==> src/rtl/servo_pkg.sv <==
// Shared types, default timing constants and angle helpers for the servo PWM block.
package servo_pkg;

  typedef enum logic [1:0] {
    ST_IDLE = 2'd0,
    ST_HIGH = 2'd1,
    ST_LOW  = 2'd2
  } servo_state_t;

  localparam int unsigned DEF_PERIOD_CYCLES    = 32'd2_000_000;
  localparam int unsigned DEF_MIN_PULSE_CYCLES = 32'd50_000;
  localparam int unsigned DEF_CYCLES_PER_DEG   = 32'd1_000;
  localparam int unsigned DEF_MAX_ANGLE        = 32'd250;
  localparam int unsigned DEF_SLEW_STEP        = 32'd10;

  function automatic logic [8:0] clamp_angle(input logic [8:0] ang, input logic [8:0] max_ang);
    logic [8:0] res;
    if (ang > max_ang) begin
      res = max_ang;
    end else begin
      res = ang;
    end
    return res;
  endfunction

  // Moves cur toward tgt by at most step, never overshooting.
  function automatic logic [8:0] slew_toward(input logic [8:0] cur, input logic [8:0] tgt,
                                             input logic [8:0] step);
    logic [8:0] diff;
    logic [8:0] res;
    if (tgt >= cur) begin
      diff = tgt - cur;
      res  = (diff > step) ? (cur + step) : tgt;
    end else begin
      diff = cur - tgt;
      res  = (diff > step) ? (cur - step) : tgt;
    end
    return res;
  endfunction

endpackage

==> src/rtl/servo_frame_timer.sv <==
// Frame counter for the servo PWM: counts clocks within a frame, flags the last
// clock of the frame and strobes the first clock of each new frame.
module servo_frame_timer
  import servo_pkg::*;
#(
  parameter int unsigned PERIOD_CYCLES = DEF_PERIOD_CYCLES
) (
  input  logic        clk,
  input  logic        resetn,
  input  logic        i_start,
  input  logic        i_run,
  output logic [31:0] o_count,
  output logic        o_wrap,
  output logic        o_frame_start
);

  logic [31:0] r_count;
  logic        r_frame_start;

  assign o_wrap        = (r_count == (PERIOD_CYCLES - 32'd1));
  assign o_count       = r_count;
  assign o_frame_start = r_frame_start;

  // Counter restarts on a frame start, advances while running, and parks at zero otherwise.
  always_ff @(posedge clk or negedge resetn) begin
    if (!resetn) begin
      r_count       <= 32'd0;
      r_frame_start <= 1'b0;
    end else if (i_start) begin
      r_count       <= 32'd0;
      r_frame_start <= 1'b1;
    end else if (i_run && !o_wrap) begin
      r_count       <= r_count + 32'd1;
      r_frame_start <= 1'b0;
    end else begin
      r_count       <= 32'd0;
      r_frame_start <= 1'b0;
    end
  end

endmodule

==> src/rtl/servo_pwm_generator.sv <==
// Servo PWM generator: frame FSM with per-frame angle latching, slew limiting
// and a registered pulse output; frame timing lives in servo_frame_timer.
module servo_pwm_generator
  import servo_pkg::*;
#(
  parameter int unsigned CLK_HZ           = 32'd100_000_000,
  parameter int unsigned PERIOD_CYCLES    = DEF_PERIOD_CYCLES,
  parameter int unsigned MIN_PULSE_CYCLES = DEF_MIN_PULSE_CYCLES,
  parameter int unsigned CYCLES_PER_DEG   = DEF_CYCLES_PER_DEG,
  parameter int unsigned MAX_ANGLE        = DEF_MAX_ANGLE,
  parameter int unsigned SLEW_STEP        = DEF_SLEW_STEP
) (
  input  logic       clk,
  input  logic       resetn,
  input  logic       enable,
  input  logic [8:0] angle,
  output logic       pwm,
  output logic [8:0] applied_angle,
  output logic       frame_start,
  output logic       settled
);

  localparam logic [8:0] MAX_A  = 9'(MAX_ANGLE);
  localparam logic [8:0] STEP_A = 9'(SLEW_STEP);

  if ((SLEW_STEP < 32'd1) || (CLK_HZ == 32'd0)) begin : g_bad_params
    $error("servo_pwm_generator: SLEW_STEP must be at least 1 and CLK_HZ nonzero");
  end

  servo_state_t r_state;
  logic         r_start_req;
  logic         r_pwm;
  logic         r_settled;
  logic [8:0]   r_applied;
  logic [8:0]   r_target;

  logic [31:0]  w_count;
  logic [31:0]  w_next_count;
  logic [31:0]  w_pulse_cycles;
  logic [8:0]   w_clamped;
  logic [8:0]   w_next_applied;
  logic         w_wrap;
  logic         w_start;
  logic         w_run;
  logic         w_frame_start;

  assign w_clamped      = clamp_angle(angle, MAX_A);
  assign w_next_applied = slew_toward(r_applied, w_clamped, STEP_A);
  assign w_pulse_cycles = 32'(MIN_PULSE_CYCLES) + (32'(r_applied) * 32'(CYCLES_PER_DEG));
  assign w_next_count   = w_count + 32'd1;
  assign w_run          = (r_state != ST_IDLE);
  // From IDLE a frame starts one clock after enable is seen; otherwise back-to-back at wrap.
  assign w_start        = (r_state == ST_IDLE) ? r_start_req : (w_wrap & enable);

  servo_frame_timer #(
    .PERIOD_CYCLES (PERIOD_CYCLES)
  ) u_frame_timer (
    .clk           (clk),
    .resetn        (resetn),
    .i_start       (w_start),
    .i_run         (w_run),
    .o_count       (w_count),
    .o_wrap        (w_wrap),
    .o_frame_start (w_frame_start)
  );

  // Frame FSM: latch target and slew at frame start, then shape the pulse.
  always_ff @(posedge clk or negedge resetn) begin
    if (!resetn) begin
      r_state     <= ST_IDLE;
      r_start_req <= 1'b0;
      r_pwm       <= 1'b0;
      r_applied   <= 9'd0;
      r_target    <= 9'd0;
      r_settled   <= 1'b1;
    end else begin
      r_start_req <= (r_state == ST_IDLE) && enable && !w_start;
      if (w_start) begin
        r_state   <= ST_HIGH;
        r_pwm     <= 1'b1;
        r_target  <= w_clamped;
        r_applied <= w_next_applied;
        r_settled <= (w_next_applied == w_clamped);
      end else begin
        r_settled <= (r_applied == r_target);
        case (r_state)
          ST_IDLE: begin
            r_pwm <= 1'b0;
          end
          ST_HIGH: begin
            if (w_wrap) begin
              r_state <= ST_IDLE;
              r_pwm   <= 1'b0;
            end else if (w_next_count >= w_pulse_cycles) begin
              r_state <= ST_LOW;
              r_pwm   <= 1'b0;
            end else begin
              r_pwm <= 1'b1;
            end
          end
          ST_LOW: begin
            r_pwm <= 1'b0;
            if (w_wrap) begin
              r_state <= ST_IDLE;
            end else begin
              r_state <= ST_LOW;
            end
          end
          default: begin
            r_state <= ST_IDLE;
            r_pwm   <= 1'b0;
          end
        endcase
      end
    end
  end

  assign pwm           = r_pwm;
  assign applied_angle = r_applied;
  assign frame_start   = w_frame_start;
  assign settled       = r_settled;

endmodule

==> config.mk <==
export PLATFORM = sky130hd
export DESIGN_NAME = servo_pwm_generator
export DESIGN_NICKNAME = d
export VERILOG_FILES = /design/src/rtl/servo_pkg.sv /design/src/rtl/servo_frame_timer.sv /design/src/rtl/servo_pwm_generator.sv
export SDC_FILE = /design/constraint.sdc
export NUM_CORES = 1
export LEC_CHECK = 0
export CORE_MARGIN = 4
export CORE_UTILIZATION = 60
export CTS_BUF_LIST = sky130_fd_sc_hd__clkbuf_8
export DETAILED_ROUTE_END_ITERATION = 12
export GPL_TIMING_DRIVEN = 0
export PLACE_DENSITY = 0.79
export SLEW_MARGIN = 0
export SYNTH_ARGS = -nofsm -noshare
export SYNTH_HDL_FRONTEND = slang
export SYNTH_SLANG_ARGS = --single-unit
==> constraint.sdc <==
create_clock -name clk -period 13.4 [get_ports clk]
set_clock_uncertainty 0.2 [all_clocks]
set_input_delay 2.68 -clock clk [delete_from_list [all_inputs] [get_ports clk]]
set_output_delay 2.68 -clock clk [all_outputs]
set_load 0.1 [all_outputs]
==> load_flow_metrics.sql <==
INSERT INTO impl_metrics (metric_group, metric, value, unit) VALUES
('clocking', 'tritoncts_num_sinks', '56', ''),
('die', 'dieHeight', '112', 'µm'),
('finish', 'fillCellCount', '853', ''),
('setup_path', 'critical_path_peak_fanout', '13', ''),
('timing', 'final_min_period_over_clock_period', '0.567', ''),
('synth', 'share_of_synthesized_area_occupied_by_flip_flops_and_latches', '0.217', ''),
('synth', 'asyncSetResetFlopFracSynth', '1.00', ''),
('synth', 'synth_cells', '744', ''),
('finish', 'finish.cell_count_without_fillers', '912', ''),
('clocking', 'clkTransAtPathRegs', '100', 'ps'),
('synth', 'synth_flop_cell', 'dfrtp_1', ''),
('drt', 'viasPerCell', '6.06', ''),
('clocking', 'cts-hold-fix-buffers', '0', ''),
('setup_path', 'worst_path_dominant_cell_family', 'adder cells', ''),
('timing', 'max_freq', '0.132', 'GHz'),
('finish', 'final_layout_net_count', '902', ''),
('synth', 'yosys.cell_types.count', '74', ''),
('drt', 'post-route-drc-count', '0', ''),
('clocking', 'post_cts_resize_count', '0', ''),
('clocking', 'clock_tree.root_cell', 'clkbuf_8', ''),
('setup_path', 'max_stage_delay', '720', 'ps'),
('drt', 'detail-route-antenna-nets', '0', ''),
('drt', 'drt_first_pass_iters', '5', ''),
('setup_path', 'timing.critical_path.mode_cell', 'fa_1', ''),
('global_routing', 'global_route.overflow_total', '0', ''),
('synth', 'synthesis.area', '6450', 'µm²'),
('drt', 'vias', '5527', ''),
('global_routing', 'groute.usage.overall', '0.262', ''),
('finish', 'top_library_cells_by_usage_in_the_layout_fill_and_taps_aside', '88 x ha_1, 71 x inv_1, 59 x nand2_1, 55 x dfrtp_1, 52 x a21oi_1', ''),
('place', 'gp_congestion', '0.930', ''),
('drt', 'route.detailed.wl_per_inst', '17.5', 'µm'),
('clocking', 'postcts_setup_bufs', '0', ''),
('die', 'coreArea', '10400', 'µm²'),
('worst_hold_path', 'min-delay-path-class', 'reg -> reg', ''),
('drt', 'drt-total-wl', '15.9', 'mm'),
('global_routing', 'grt_start_max_net_pins', '32', ''),
('synth', 'mappedNetlistNets', '871', ''),
('clocking', 'cts.htree.levels', '2', ''),
('setup_path', 'path_cells', 'clkinv_1, fa_1, fa_1, fa_1, fa_1, inv_1, ha_1, o21a_1, o31ai_1, a21oi_1, a311oi_1, a21oi_1, xor2_1, o311ai_1, xor2_1, ha_1, a21oi_1, o22ai_1, nor4b_1, nand3_1, nor3b_1, nand4_1, a32o_1', ''),
('die', 'pin_count', '24', ''),
('place', 'dp_cells', '904', ''),
('setup_path', 'crit_slowest_cell', 'dfrtp_1', ''),
('timing', 'slew-limit-headroom', '0.352', ''),
('timing', 'final_max_slew_viol_count', '0', ''),
('finish', 'syn_to_final_growth', '7.93', '%'),
('synth', 'number_of_enable_type_register_cells_in_the_synthesized_netlist', '0', ''),
('finish', 'mostFrequentLayoutCell', 'ha_1', ''),
('die', 'die_outline_area', '12500', 'µm²'),
('timing', 'rsz_0062_raised_after_global_routing', 'no', ''),
('run_status', 'run_status', 'finished, final reports clean', ''),
('setup_path', 'critical_path.startpoint_type', 'register', ''),
('timing', 'period_minus_slack', '7590', 'ps'),
('timing', 'setup_viol_count_final', '0', ''),
('clocking', 'clock_latency', '320', 'ps'),
('timing', 'postLayoutSetupSlackWorst', '5810', 'ps'),
('global_routing', 'grt_antenna_before_repair', '0', ''),
('global_routing', 'number_of_global_route_vias_before_repair', '5554', ''),
('place', 'preCtsSetupSlack', '5900', 'ps'),
('setup_path', 'critPathArrivalTime', '7610', 'ps'),
('clocking', 'tritoncts', 'yes', ''),
('global_routing', 'global_route_wire_length_before_repair', '27.0', 'mm'),
('synth', 'synthesis.area_per_instance', '8.67', 'µm²'),
('setup_path', 'end_kind', 'register', ''),
('finish', 'layout_cells_sized_above_1', '0.0580', ''),
('die', 'start_util', '0.619', ''),
('drt', 'detailedRoute.firstIterationViolations', '358', ''),
('finish', 'insertedDiodeCount', '0', ''),
('setup_path', 'critical_path_class', 'reg -> reg', ''),
('die', 'die_width', '112', 'µm'),
('flow_run', 'maxcap_violations', '0', ''),
('place', 'dp_hpwl', '12.7', 'mm'),
('setup_path', 'crit_path_buffers_inverters', '2', ''),
('place', 'port_buffers', '23', ''),
('timing', 'fin_setup_tns', '0', 'ps'),
('timing', 'timing_worst_slew_pin_value', '968', 'ps'),
('die', 'rows', '37', ''),
('synth', 'synth_seq_cells', '56', ''),
('setup_path', 'worst-endpoint-required', '13420', 'ps'),
('clocking', 'ctsLongestPathBuffers', '2', ''),
('timing', 'hold_violations', '0', ''),
('clocking', 'cts-buffers-inserted', '5', ''),
('synth', 'yosys_synthesis_warning_count', '0', '');
==> routing by layer <==
| metal | routed length [µm] | share of wire | GRT usage |
|---|---|---|---|
| met5 | 0 | 0 | 0 |
| met3 | 794 | 0.050 | 0.0310 |
| met2 | 7840 | 0.49 | 0.451 |
| met1 | 6870 | 0.43 | 0.342 |
| met4 | 420 | 0.026 | 0.0884 |
==> final cells by class <==
cell class,instances,area [µm²],area share
multi-input cells,595,4650,0.668
flip-flops and latches,56,1400,0.201
inverters,72,270,0.0388
repair buffers,24,245,0.0352
well taps,136,170,0.0244
plain buffers,21,129,0.0185
clock buffers,5,68.8,0.00988
clock inverters,3,27.5,0.00395
==> Yosys cell counts (2+ instances only) <==
library cell / instances / area (µm²)
a211oi_1: 7 / 52.6
a21o_1: 8 / 60.1
a21oi_1: 52 / 260
a21oi_2: 3 / 26.3
a311oi_1: 3 / 26.3
a31oi_1: 3 / 18.8
and2_1: 14 / 87.6
and3_1: 8 / 50.1
and4_1: 4 / 35.0
buf_2: 3 / 15.0
buf_4: 6 / 45.0
clkbuf_1: 10 / 37.5
dfrtp_1: 55 / 1380
fa_1: 27 / 541
ha_1: 88 / 1100
inv_1: 71 / 267
nand2_1: 59 / 221
nand2b_1: 7 / 43.8
nand3_1: 28 / 140
nand3b_1: 4 / 30.0
nand4_1: 14 / 87.6
nor2_1: 50 / 188
nor2b_1: 14 / 87.6
nor3_1: 9 / 45.0
nor3b_1: 2 / 15.0
nor4_1: 7 / 43.8
nor4b_1: 3 / 26.3
o2111ai_1: 3 / 26.3
o211a_1: 2 / 20.0
o211ai_1: 8 / 60.1
o21a_1: 5 / 37.5
o21ai_0: 23 / 115
o21ai_1: 6 / 30.0
o21bai_1: 3 / 22.5
o221ai_1: 4 / 35.0
o22ai_1: 9 / 56.3
o311ai_1: 2 / 17.5
o31a_1: 3 / 26.3
o31ai_1: 5 / 37.5
or2_2: 7 / 43.8
or3_1: 4 / 25.0
xnor2_1: 39 / 342
xor2_1: 31 / 272
==> path summary, 6_finish.rpt <==
check                      depth (start not counted)  slack, ps                        end              from
max                                               23       5810                 r_state[1]  applied_angle[3]
min                                                1        320                r_target[1]       r_target[1]
max reg2reg                                       23       5810                 r_state[1]  applied_angle[3]
min reg2reg                                        1        320                r_target[1]       r_target[1]
max in group asynchronous                          2      10220                    settled            resetn
min in group asynchronous                          1       2150  u_frame_timer.o_count[17]            resetn
==> worst register-to-register path, stage by stage, from the launching register on <==
cell,delay [ps]
dfrtp_1,720
clkinv_1,600
fa_1,710
fa_1,450
fa_1,490
fa_1,510
inv_1,40
ha_1,350
o21a_1,190
o31ai_1,80
a21oi_1,160
a311oi_1,430
a21oi_1,140
xor2_1,330
o311ai_1,180
xor2_1,180
ha_1,310
a21oi_1,140
o22ai_1,130
nor4b_1,290
nand3_1,130
nor3b_1,180
nand4_1,210
a32o_1,320
==> stage by stage <==
step | hold WS [ps] | util | cell area (µm²)
after floorplan | 266 | - | 6450
after global placement | 278 | 0.658 | 6850
after detailed placement | 294 | 0.659 | 6870
after CTS | 323 | 0.668 | 6960
after global routing | 349 | 0.668 | 6960
final | 317 | 0.668 | 6960
==> registers in the layout, indices dropped and copies added (netlist names) <==
register	flops
applied_angle	9
r_start_req	1
settled	1
r_target	9
u_frame_timer.o_count	32
u_frame_timer.o_frame_start	1
r_state	2
pwm	1
==> cells by family after synthesis <==
kind of cell,Yosys count,synth area share
adders and majority gates,116,0.256
and+or+nand+nor,242,0.193
other,1,0.000581
AOI/OAI and AO/OA,164,0.173
muxes,2,0.00330
xor gates and xnor gates,70,0.0950
buffers and inverters,93,0.0619
DFF,56,0.217
Power is left out: the tool's default activity adds up to more than one toggle a clock period on the data nets, which glitch-free logic cannot reach.
